<file path="src/rtl/bcd_scan_decoder.sv">
// rtl/bcd_scan_decoder.sv - double-buffered multi-digit BCD scanner with one-hot decimal and digit-enable outputs
// Optional macro BCD_SCAN_ACTIVE_LOW_OUT_EN: when defined, DEC and DIG_EN are driven active-low.
module bcd_scan_decoder #(
    parameter int DIGITS   = 4,
    parameter int SCAN_DIV = 8
) (
    input  logic                clk,
    input  logic                rst_n,
    input  logic                LOAD,
    input  logic [4*DIGITS-1:0] BCD_IN,
    input  logic                ERR_CLR,
    output logic [9:0]          DEC,
    output logic [DIGITS-1:0]   DIG_EN,
    output logic                PENDING,
    output logic                FRAME,
    output logic                ERR
);

    localparam int DIV_W = (SCAN_DIV > 1) ? $clog2(SCAN_DIV) : 1;
    localparam int IDX_W = (DIGITS > 1) ? $clog2(DIGITS) : 1;

`ifdef BCD_SCAN_ACTIVE_LOW_OUT_EN
    localparam logic OUT_INV = 1'b1;
`else
    localparam logic OUT_INV = 1'b0;
`endif

    logic [DIV_W-1:0]    r_div;
    logic [IDX_W-1:0]    r_idx;
    logic [4*DIGITS-1:0] r_shadow;
    logic [4*DIGITS-1:0] r_display;
    logic                r_pending;
    logic                r_frame;
    logic                r_err;
    logic [9:0]          r_dec;
    logic [DIGITS-1:0]   r_dig_en;

    logic                w_div_last;
    logic                w_idx_last;
    logic                w_wrap;
    logic                w_commit;
    logic                w_shadow_bad;
    logic [3:0]          w_cur_digit;
    logic [9:0]          w_dec_hi;
    logic [DIGITS-1:0]   w_dig_en_hi;

    assign w_div_last = (r_div == DIV_W'(SCAN_DIV - 1));
    assign w_idx_last = (r_idx == IDX_W'(DIGITS - 1));
    assign w_wrap     = w_div_last && w_idx_last;
    assign w_commit   = w_wrap && r_pending;

    // Flag any digit of the shadow outside 0..9 so a commit can raise ERR.
    always_comb begin
        w_shadow_bad = 1'b0;
        for (int i = 0; i < DIGITS; i++) begin
            if (r_shadow[4*i +: 4] > 4'd9) begin
                w_shadow_bad = 1'b1;
            end
        end
    end

    // Pick the displayed digit at the current scan index and decode it one-hot.
    always_comb begin
        w_cur_digit = 4'd0;
        w_dig_en_hi = '0;
        for (int i = 0; i < DIGITS; i++) begin
            if (r_idx == IDX_W'(i)) begin
                w_cur_digit    = r_display[4*i +: 4];
                w_dig_en_hi[i] = 1'b1;
            end
        end
        w_dec_hi = 10'd0;
        if (w_cur_digit < 4'd10) begin
            w_dec_hi = 10'd1 << w_cur_digit;
        end
    end

    // Scan timing: div counts each digit's dwell, idx steps through the digits.
    always_ff @(posedge clk or negedge rst_n) begin
        if (!rst_n) begin
            r_div <= '0;
            r_idx <= '0;
        end else if (w_div_last) begin
            r_div <= '0;
            r_idx <= w_idx_last ? '0 : r_idx + 1'b1;
        end else begin
            r_div <= r_div + 1'b1;
        end
    end

    // Double buffer: LOAD fills the shadow, the display only takes it at a frame wrap.
    always_ff @(posedge clk or negedge rst_n) begin
        if (!rst_n) begin
            r_shadow  <= '0;
            r_display <= '0;
            r_pending <= 1'b0;
        end else begin
            if (w_commit) begin
                r_display <= r_shadow;
            end
            if (LOAD) begin
                r_shadow  <= BCD_IN;
                r_pending <= 1'b1;
            end else if (w_wrap) begin
                r_pending <= 1'b0;
            end
        end
    end

    // Frame pulse and sticky error; a new error commit beats a simultaneous clear.
    always_ff @(posedge clk or negedge rst_n) begin
        if (!rst_n) begin
            r_frame <= 1'b0;
            r_err   <= 1'b0;
        end else begin
            r_frame <= w_wrap;
            if (w_commit && w_shadow_bad) begin
                r_err <= 1'b1;
            end else if (ERR_CLR) begin
                r_err <= 1'b0;
            end
        end
    end

    // Registered display outputs, optionally inverted for active-low drivers.
    always_ff @(posedge clk or negedge rst_n) begin
        if (!rst_n) begin
            r_dec    <= {10{OUT_INV}};
            r_dig_en <= {DIGITS{OUT_INV}};
        end else begin
            r_dec    <= w_dec_hi ^ {10{OUT_INV}};
            r_dig_en <= w_dig_en_hi ^ {DIGITS{OUT_INV}};
        end
    end

    assign DEC     = r_dec;
    assign DIG_EN  = r_dig_en;
    assign PENDING = r_pending;
    assign FRAME   = r_frame;
    assign ERR     = r_err;

endmodule

</file>
<file path="config.mk">
export PLATFORM = sky130hd
export DESIGN_NAME = bcd_scan_decoder
export DESIGN_NICKNAME = d
export VERILOG_FILES = /design/src/rtl/bcd_scan_decoder.sv
export SDC_FILE = /design/constraint.sdc
export NUM_CORES = 1
export LEC_CHECK = 0
export ABC_AREA = 0
export CAP_MARGIN = 20
export CORE_MARGIN = 8
export CORE_UTILIZATION = 40
export DETAILED_ROUTE_END_ITERATION = 16
export GPL_ROUTABILITY_DRIVEN = 0
export SETUP_SLACK_MARGIN = 0.02
export SYNTH_ARGS = -nofsm -noshare
export SYNTH_HDL_FRONTEND = slang
export SYNTH_SLANG_ARGS = --single-unit
</file>
<file path="constraint.sdc">
create_clock -name clk -period 3.2 [get_ports clk]
set_clock_uncertainty 0.15 [all_clocks]
set_input_delay 0.64 -clock clk [delete_from_list [all_inputs] [get_ports clk]]
set_output_delay 0.64 -clock clk [all_outputs]
set_load 0.1 [all_outputs]
</file>
# == Yosys cells after proc, flatten, opt, wreduce, memory -nomap -nowiden ==
# Index checks and enable logic that the tools add are counted.
# word_totals
ff_bits,54
# classes
addsub,2
magnitude_cmp,5
eq_ne,4
shifts,1
n_mux,19
n_reduce_logical,6
# ops
cell,n
4-bit greater-than comparator (second input constant),4
4-bit two-way mux,4
1-bit two-way mux,12
10-bit two-way mux,1
1-bit by 4-bit left shift with 10-bit output (first input constant),1
2-bit == test (second input constant),2
4-bit < comparator (second input constant),1
2-bit nonzero test,2
3-bit by 1-bit adder with 3-bit output (second input constant),1
3-bit == test (second input constant),1
1-bit logical AND,3
3-bit two-way mux,1
2-bit by 1-bit adder with 2-bit output (second input constant),1
2-bit by 1-bit == test with 1-bit output (second input constant),1
2-bit zero test,1
2-bit two-way mux,1

# == Depth between registers and ports, before layout ==
# Gate-level depths: netlist (run 1).
# logic_depth
depth_word,7
mapped_depth,8
depth_no_buf,7

# == Worst setup path after synthesis (run 1) ==
# Ideal clock, no wire load.
# synth_path
path_kind,flip-flop to flip-flop
from,"register r_pending, in the netlist PENDING"
to,register r_display[10]
t_arrival_ns,1.618
slack_ns,1.307
path_stages_with_launch,4
path_buffers,1
synth_period_minus_slack_ns,1.893
path_cell_list,dfrtp_1 nand2_4 buf_6 mux2_4
# synth_via
elab_chain_len,1
# synth_rtl
element,line,source
"start, declared",32,logic r_pending;
"start signal, assigned",96,r_pending <= 1'b0;
"start signal, assigned",103,r_pending <= 1'b1;
"start signal, assigned",105,r_pending <= 1'b0;
1-bit logical AND,50,assign w_commit = w_wrap && r_pending;
"end signal, assigned",99,r_display <= r_shadow;
"end, declared",31,logic [4*DIGITS-1:0] r_display;
# No other way between the ends.
# A chain may end at the register's enable or synchronous reset.

# == Worst setup path in the final report (run 1) ==
# layout_path
from,input LOAD
to,register r_shadow[4]
# layout_rtl
element,line,source
"start, declared",9,"input logic LOAD,"
"end signal, assigned",94,r_shadow <= '0;
"end signal, assigned",102,r_shadow <= BCD_IN;
"end, declared",30,logic [4*DIGITS-1:0] r_shadow;
# No word-level cell between the ends.

==> impl_metrics.ini, run 1 <==
[placed_design]
hpwl_mm = 3.13
port_buffers = 36
dpl.cell_count = 258

[final_layout]
layout.cells.non_filler = 266
final_common_cell = dfrtp_1
areaGrowthSynthToFinish_pct = 20.9
mostFrequentLayoutCells = 54 x dfrtp_1, 23 x mux2_2, 18 x clkdlybuf4s50_1, 18 x buf_4, 9 x mux2_4
insertedDiodeCount = 0
final_core_util = 0.501
layout.nets = 219
nFillCells = 493
final_layout_size_suffix_gt1_frac = 0.402

[clocking]
cts_sinks = 54
clk_path_buf_depth = 2
cts_buffers = 5
holdBufCountCts = 0
clk-insertion-delay-late_ns = 0.30
post_cts_buffers = 0
cts.reportedPaths.clkPinSlew_ns = 0.09
cts_tree = done
htreeDepth = 2
cts-root-buf = clkbuf_8
cts_resized = 0

[critical_path]
critPathMaxStageDelay_ns = 0.96
path_buf_inv = 1
regToRegStartpoint = r_idx[0]
critPathTopFamily = buffers and inverters
worst-setup-path-type = input port to register
critPathSlowestCell = clkdlybuf4s50_1
crit_path_start = LOAD
reg2reg_depth = 6
critPathLaunchType = input port
critPathMaxFanout = 17
crit_arrival_ns = 2.01
rrSetupSlack_ns = 1.24
cp.required_ns = 3.23
cp-end-kind = register
path_cells = clkdlybuf4s50_1 > mux2_2
r2r_end = DEC[4]

[power]
p_clk_frac = 0.316
power_density_nw_per_um2 = 501
p_leak_nw = 1.27
p_sw_mw = 0.336
power_frac_seq = 0.549
p_comb_frac = 0.135
p_int_mw = 1.05
p_sw_frac = 0.243
vdd_drop_max_v = 0.000200

[timing]
finalSetupViolCount = 0
hold_slack_ns = 0.106
max_freq_ghz = 0.505
maxSlewHeadroom = 0.496
fin_setup_tns_ns = 0
rsz0062_at_grt = false
finalHoldViolCount = 0
maxSlewViolCount = 0
tightestPinTransition_ns = 0.753
period_needed_ns = 1.98
finalCritPeriodShare = 0.619

[routing]
routedWlPerCell_um = 14.8
final_antenna_net_count = 0
drt_iter0_markers = 53
first_pass_iters = 4
wl_mm = 3.95
routed-via-count = 1262
routed_via_density = 4.74
drc_errors = 0

[synth]
yosysTopAreaCellShare = 0.591
syn_area_sq_um = 2280
syn_area_per_cell_sq_um = 14.8
netlist_instances = 154
synthesis.nets = 180
synth_cell_types = 33
synth_seq_cells = 54
seq_area_frac_synth = 0.591
yosys.area.top_type = dfrtp_1
synthTopCellsByArea = dfrtp_1 59%, mux2_2 11%, mux2_4 5.9%
yosys_warnings = 0

[floorplan]
die_width_um = 91.6
core_region_area_sq_um = 5510
fp-row-count = 27
die_area_sq_um = 8390
start_util = 0.415
die_h_um = 91.6
io-pin-count = 37

[global_routing]
grt_pass1_wl_mm = 6.69
first_global_vias = 1387
grt_start_max_net_pins = 36
grt_antenna_before_repair = 0
grt.overflow.total = 0
grt_use_total = 0.0985

[worst_hold_path]
hold_path.class = input port to async pin

[outcome]
status = completed

[job]
cap_violations = 0
worst reg2reg max path: stages (launching register included):
cell and delay [ns]:
dfrtp_1 0.42, inv_1 0.13, ha_1 0.31, nand2_1 0.09
o211a_1 0.25, o211ai_1 0.40, nor2_1 0.10
worst max-delay path by stage:
stage                     depth (start not counted)       endpoint
final                                             2    r_shadow[4]
after global routing                              6         DEC[4]
after CTS                                         2    r_shadow[4]
after detailed placement                          2    r_shadow[4]
after global placement                            2   r_shadow[12]
after floorplan                                   3  r_display[10]
cells in the mapped netlist:
library cell	count
nor2_1	6
nand2_4	1
buf_2	2
inv_1	4
nand3b_4	1
a41o_1	1
a221o_1	1
o22a_4	1
o2bb2ai_2	1
a211oi_2	1
nor3_2	5
ha_1	6
or2_1	1
a221oi_2	1
a21o_1	1
o211ai_1	2
dfrtp_1	54
inv_2	2
o21ai_2	2
nor3_1	1
nand2_1	8
nand2b_4	1
nand3_1	1
and2_1	1
o211a_1	2
o22ai_2	2
buf_6	3
mux2_2	23
nor3b_2	1
or2_4	1
o21ai_0	7
nor2b_1	1
mux2_4	9
area by class of cell:
cell class / instances / area (sq um) / share of cell area
clock buffers: 6 / 72.6 / 0.0263
clock inverters: 2 / 37.5 / 0.0136
inverters: 6 / 22.5 / 0.00816
multi-input cells: 89 / 867 / 0.314
flip-flops and latches: 54 / 1350 / 0.489
well taps: 72 / 90.1 / 0.0326
repair buffers: 37 / 320 / 0.116
per-stage QoR:
step / total power [mW] / worst slack [ns] / area, sq um
after detailed placement: 0.964 / 0.887 / 2650
after global placement: 0.955 / 0.935 / 2650
after CTS: 1.40 / 1.21 / 2760
final: 1.38 / 1.22 / 2760
after global routing: 1.45 / 1.12 / 2760
after floorplan: 0.894 / 1.31 / 2280
registers in the layout (all words and copies together), names as in the netlist:
| name | cells |
|---|---|
| r_display | 16 |
| r_shadow | 16 |
| DEC | 10 |
| DIG_EN | 4 |
| r_div | 3 |
| r_idx | 2 |
| ERR | 1 |
| FRAME | 1 |
| PENDING | 1 |
metal layers:
metal,share of wire,track usage,vias up
met5,0,0,-
met4,0.012,0.0368,0
met3,0.057,0.0305,5
met2,0.49,0.163,32
met1,0.44,0.117,610
li1,-,-,615
cells by family after synthesis:
kind of cell | count (synthesis) | synth area share
multiplexers | 32 | 0.173
AO/OA/AOI/OAI | 22 | 0.0876
adder cells (fa/ha/maj) | 6 | 0.0329
flip-flops | 54 | 0.591
AND/OR/NAND/NOR | 29 | 0.0865
buffers and inverters | 11 | 0.0290
power by group through the flow:
stage / clock, mW / sequential [mW] / combinational (mW)
floorplan: 0 / 0.811 / 0.0833
detailed placement: 0 / 0.775 / 0.189
global placement: 0 / 0.771 / 0.184
global route: 0.479 / 0.766 / 0.201
CTS: 0.453 / 0.761 / 0.189
finish: 0.438 / 0.759 / 0.186
Power figures use the tool's default switching activity.
==> run 2: changes to the inputs <==
Clock period 3.2 ns to 1.95 ns, I/O delays scaled along.
==> run 2 against run 1 <==
Total power grew 67%. Sequential share of layout area shrank 4.9 points. Critical path depth grew 5. Largest cell class unchanged.
==> impl_metrics.ini, run 2 (synthesized netlist as in run 1, its figures left out) <==
[outcome]
status = completed

[power]
p_int_mw = 1.73
power_frac_seq = 0.543
p_leak_nw = 1.36
power_density_nw_per_um2 = 752
p_sw_mw = 0.576
vdd_drop_max_v = 0.000502
p_sw_frac = 0.249
p_comb_frac = 0.151
p_clk_frac = 0.305

[global_routing]
grt_start_max_net_pins = 55
first_global_vias = 1436
grt_antenna_before_repair = 0
grt_use_total = 0.109
grt_pass1_wl_mm = 7.33
grt.overflow.total = 0

[timing]
maxSlewViolCount = 0
maxSlewHeadroom = 0.768
max_freq_ghz = 0.548
period_needed_ns = 1.83
finalHoldViolCount = 0
finalCritPeriodShare = 0.937
rsz0062_at_grt = false
finalSetupViolCount = 0
fin_setup_tns_ns = 0
tightestPinTransition_ns = 0.346

[critical_path]
regToRegStartpoint = r_idx[1]
worst-setup-path-type = register to register
critPathMaxFanout = 5
rrSetupSlack_ns = 0.12
crit_arrival_ns = 1.90
reg2reg_depth = 7
r2r_end = DEC[6]
critPathLaunchType = register
cp-end-kind = register
cp.required_ns = 2.03

[clocking]
cts_tree = done
cts-root-buf = clkbuf_8
cts.reportedPaths.clkPinSlew_ns = 0.09
cts_buffers = 5
cts_sinks = 54
clk-insertion-delay-late_ns = 0.30
clk_path_buf_depth = 2
htreeDepth = 2

[final_layout]
insertedDiodeCount = 0
multi_input_area_sq_um = 898
regArea_sq_um = 1350
areaGrowthSynthToFinish_pct = 34.4
mostFrequentLayoutCells = 54 x dfrtp_1, 23 x mux2_2, 19 x buf_12, 18 x clkdlybuf4s50_1, 9 x mux2_4
final_core_util = 0.558
final_layout_size_suffix_gt1_frac = 0.447
final_common_cell = dfrtp_1
nFillCells = 447
layout.nets = 224

[worst_hold_path]
hp-start = r_div[0]
hold_path.class = register to register
whs_path_depth = 1
holdPathEnd = r_div[0]

[floorplan]
die_area_sq_um = 8390
core_region_area_sq_um = 5510
start_util = 0.415
fp-row-count = 27
die_width_um = 91.6
io-pin-count = 37
die_h_um = 91.6

[routing]
wl_mm = 4.18
routed_via_density = 4.89
final_antenna_net_count = 0
routed-via-count = 1325
first_pass_iters = 4
drt_iter0_markers = 58
routedWlPerCell_um = 15.4
drc_errors = 0

[placed_design]
hpwl_mm = 3.15
port_buffers = 36

[job]
cap_violations = 0
[run 2: cell types whose count changed in the layout (fill, tap and decap cells not counted), sizes merged]
cell         change
dlygate4sd3      +1
clkbuf           +2
bufinv           -1
buf              +4
clkinvlp         -1
[run 2: cell type report]
class,instances,share of cell area
sequential,54,0.440
multi-input combinational,89,0.293
timing repair buffer,42,0.195
clock buffer,8,0.0359
tap,72,0.0293
inverter,6,0.00733
[run 2: what timing repair did]
item | 4_1_cts | 5_1_grt
endpoints found under the hold margin | 54 | 0
resized for setup | 0 | 8
hold buffers | 1 | 0
setup endpoints to repair | 0 | 27
buffers inserted | 0 | 2
[run 2: power by group through the flow]
| stage | logic [mW] | clock network, mW | registers (mW) |
|---|---|---|---|
| 2_1_floorplan | 0.137 | 0 | 1.33 |
| 3_3_place_gp | 0.339 | 0 | 1.27 |
| 3_5_place_dp | 0.348 | 0 | 1.28 |
| 4_1_cts | 0.350 | 0.729 | 1.26 |
| 5_1_grt | 0.375 | 0.791 | 1.27 |
| 6_report | 0.349 | 0.705 | 1.25 |
[run 2: stage by stage]
step | power (mW) | worst slack, ns | hold slack, ns | instances | cell area [sq um]
final | 2.31 | 0.124 | 0.296 | 271 | 3070
after global routing | 2.43 | 0.0155 | 0.320 | 271 | 3070
after CTS | 2.34 | 0.0445 | 0.304 | 269 | 3020
after detailed placement | 1.63 | 0.0610 | 0.254 | 260 | 2900
after global placement | 1.61 | 0.141 | 0.249 | 260 | 2900
after floorplan | 1.47 | 0.0569 | -0.0556 | 154 | 2280
[run 2: how the worst max path moves through the flow]
stage,start,to,slack [ns]
detailed placement,r_idx[0],DEC[4],0.06
global route,r_idx[1],DEC[6],0.02
finish,r_idx[1],DEC[6],0.12
CTS,r_idx[0],DEC[4],0.04
floorplan,PENDING,r_display[10],0.06
global placement,r_idx[1],DEC[5],0.14
[run 2: routing by layer]
layer | wire length, um | GRT usage | share of wire | vias up
li1 | - | - | - | 629
met1 | 1790 | 0.134 | 0.43 | 654
met2 | 2050 | 0.174 | 0.49 | 37
met3 | 285 | 0.0403 | 0.068 | 5
met4 | 48 | 0.0327 | 0.011 | 0
met5 | 0 | 0 | 0 | -
[run 2: worst max-delay path, stage by stage (launching register included)]
cell and delay, ns:
dfrtp_1 0.42, inv_1 0.14, ha_4 0.19, nand2_1 0.06, o211ai_1 0.32, o211ai_1 0.18
buf_4 0.18, nor3_2 0.10
==> run 3: changes to the inputs <==
==> constraint.sdc (replaced) <==
create_clock -name clk -period 1.95 [get_ports clk]
set_clock_uncertainty 0.15 [all_clocks]
set_input_delay 0.2925 -clock clk [delete_from_list [all_inputs] [get_ports clk]]
set_output_delay 0.2925 -clock clk [all_outputs]
set_load 0.1 [all_outputs]
==> run 3 against run 2 <==
Count of clock-buffer cells in the layout down 3. Total power down 0.42%. Largest power group unchanged. Die area unchanged. Critical path depth down 1. Routed wire length up 0.38%. Combinational power down 8.3%. Sequential share of layout area up 2.5 points. Via count down 0.98%. Sequential power about the same. Design area down 5.3%.
==> impl_metrics.ini, run 3 (synthesized netlist as in run 1, its figures left out) <==
[clocking]
cts_tree = done
clk_path_buf_depth = 2
htreeDepth = 2
cts.reportedPaths.clkPinSlew_ns = 0.09
cts_buffers = 5
clk-insertion-delay-late_ns = 0.31
cts_sinks = 54
cts-root-buf = clkbuf_8

[power]
p_leak_nw = 1.31
p_sw_mw = 0.577
p_clk_frac = 0.318
power_frac_seq = 0.543
power_density_nw_per_um2 = 791
p_sw_frac = 0.251
p_int_mw = 1.72
vdd_drop_max_v = 0.000541
p_comb_frac = 0.139

[final_layout]
final_area_sq_um = 2910
final_common_cell = dfrtp_1
insertedDiodeCount = 0
mostFrequentLayoutCells = 53 x dfrtp_1, 23 x mux2_2, 18 x clkdlybuf4s50_1, 18 x buf_4, 9 x mux2_4
final_layout_size_suffix_gt1_frac = 0.455
areaGrowthSynthToFinish_pct = 27.3
final_core_util = 0.528
layout.nets = 223

[worst_hold_path]
holdPathEnd = r_div[0]
hold_path.class = register to register
hp-start = r_div[0]
whs_path_depth = 1

[timing]
rsz0062_at_grt = false
maxSlewHeadroom = 0.675
finalHoldViolCount = 0
finalSetupViolCount = 0
setup_ws_ns = 0.131
finalCritPeriodShare = 0.933
period_needed_ns = 1.82
max_freq_ghz = 0.550
maxSlewViolCount = 0
tightestPinTransition_ns = 0.487
hold_slack_ns = 0.283

[critical_path]
critPathSlowestCell = dfrtp_1
crit_path_frequent_cell = ha_1
cp-end-kind = register
critPathLaunchType = register
critPathMaxFanout = 17
path_cells = ha_1 > ha_1 > nand2_1 > inv_2 > nand2_4 > mux2_2
r2r_end = r_display[6]
crit_arrival_ns = 1.87
critPathMaxStageDelay_ns = 0.39
worst-setup-path-type = register to register
regToRegStartpoint = r_div[0]
rrSetupSlack_ns = 0.13
cp.required_ns = 2.00
reg2reg_depth = 6

[floorplan]
die_h_um = 91.6
start_util = 0.415
io-pin-count = 37
die_width_um = 91.6
die_area_sq_um = 8390
fp-row-count = 27
core_region_area_sq_um = 5510

[outcome]
status = completed

[placed_design]
hpwl_mm = 3.16
dp_slack_ns = -0.00736
port_buffers = 36
placed_area_sq_um = 2700

[routing]
routed-via-count = 1312
routed_via_density = 4.86
wl_mm = 4.19
final_antenna_net_count = 0
drt_iter0_markers = 37
first_pass_iters = 2
routedWlPerCell_um = 15.5
drc_errors = 0

[global_routing]
grt_start_max_net_pins = 34
first_global_vias = 1443
grt_pass1_wl_mm = 6.98
grt.overflow.total = 0
grt_antenna_before_repair = 0
grt_use_total = 0.104

[job]
cap_violations = 0
## run 3: repair_timing
action                                  in CTS  in global routing
endpoints found under the hold margin       21                  0
endpoints found under the setup margin       4                 17
setup buffers                                1                  0
hold buffers                                 1                  0
pin swaps                                    1                  2
resized for setup                            0                 15
## run 3: layout make-up
class | count | area [sq um]
tap | 72 | 90.1
sequential | 54 | 1350
clock inverter | 3 | 40.0
inverter | 6 | 22.5
timing repair buffer | 41 | 390
clock buffer | 5 | 68.8
multi-input combinational | 89 | 945
fill | 466 | 2600
## run 3: routing by layer
metal | global-route usage | vias up | share of wire
li1 | - | 625 | -
met1 | 0.120 | 649 | 0.44
met2 | 0.169 | 32 | 0.48
met3 | 0.0461 | 6 | 0.066
met4 | 0.0368 | 0 | 0.014
met5 | 0 | - | 0
## run 3: how the worst max path moves through the flow
stage               startpoint       endpoint
detailed placement    r_idx[0]         DEC[4]
finish                r_div[0]   r_display[6]
global placement      r_idx[0]         DEC[4]
CTS                   r_idx[0]         DEC[2]
global route          r_idx[0]         DEC[2]
floorplan              PENDING  r_display[10]
## run 3: per-stage QoR
stage / TNS (ns) / std cells / power [mW]
4_1_cts: 0 / 270 / 2.32
6_report: 0 / 270 / 2.30
3_5_place_dp: -0.00736 / 260 / 1.59
2_1_floorplan: 0 / 154 / 1.47
3_3_place_gp: 0 / 260 / 1.58
5_1_grt: 0 / 270 / 2.40
## run 3: critical path, delay by kind of cell, from the launching register on
kind / cells / cell delay (ns)
flip-flops: 1 / 0.39
buffers and inverters: 1 / 0.07
multiplexers: 1 / 0.37
AND/OR/NAND/NOR: 2 / 0.34
adder cells (fa/ha/maj): 2 / 0.39
## run 3: power groups by stage
stage	combinational, mW	clock, mW	sequential [mW]
after floorplan	0.137	0	1.33
after global placement	0.309	0	1.27
after detailed placement	0.317	0	1.27
after CTS	0.322	0.747	1.25
after global routing	0.346	0.795	1.26
final	0.320	0.731	1.25
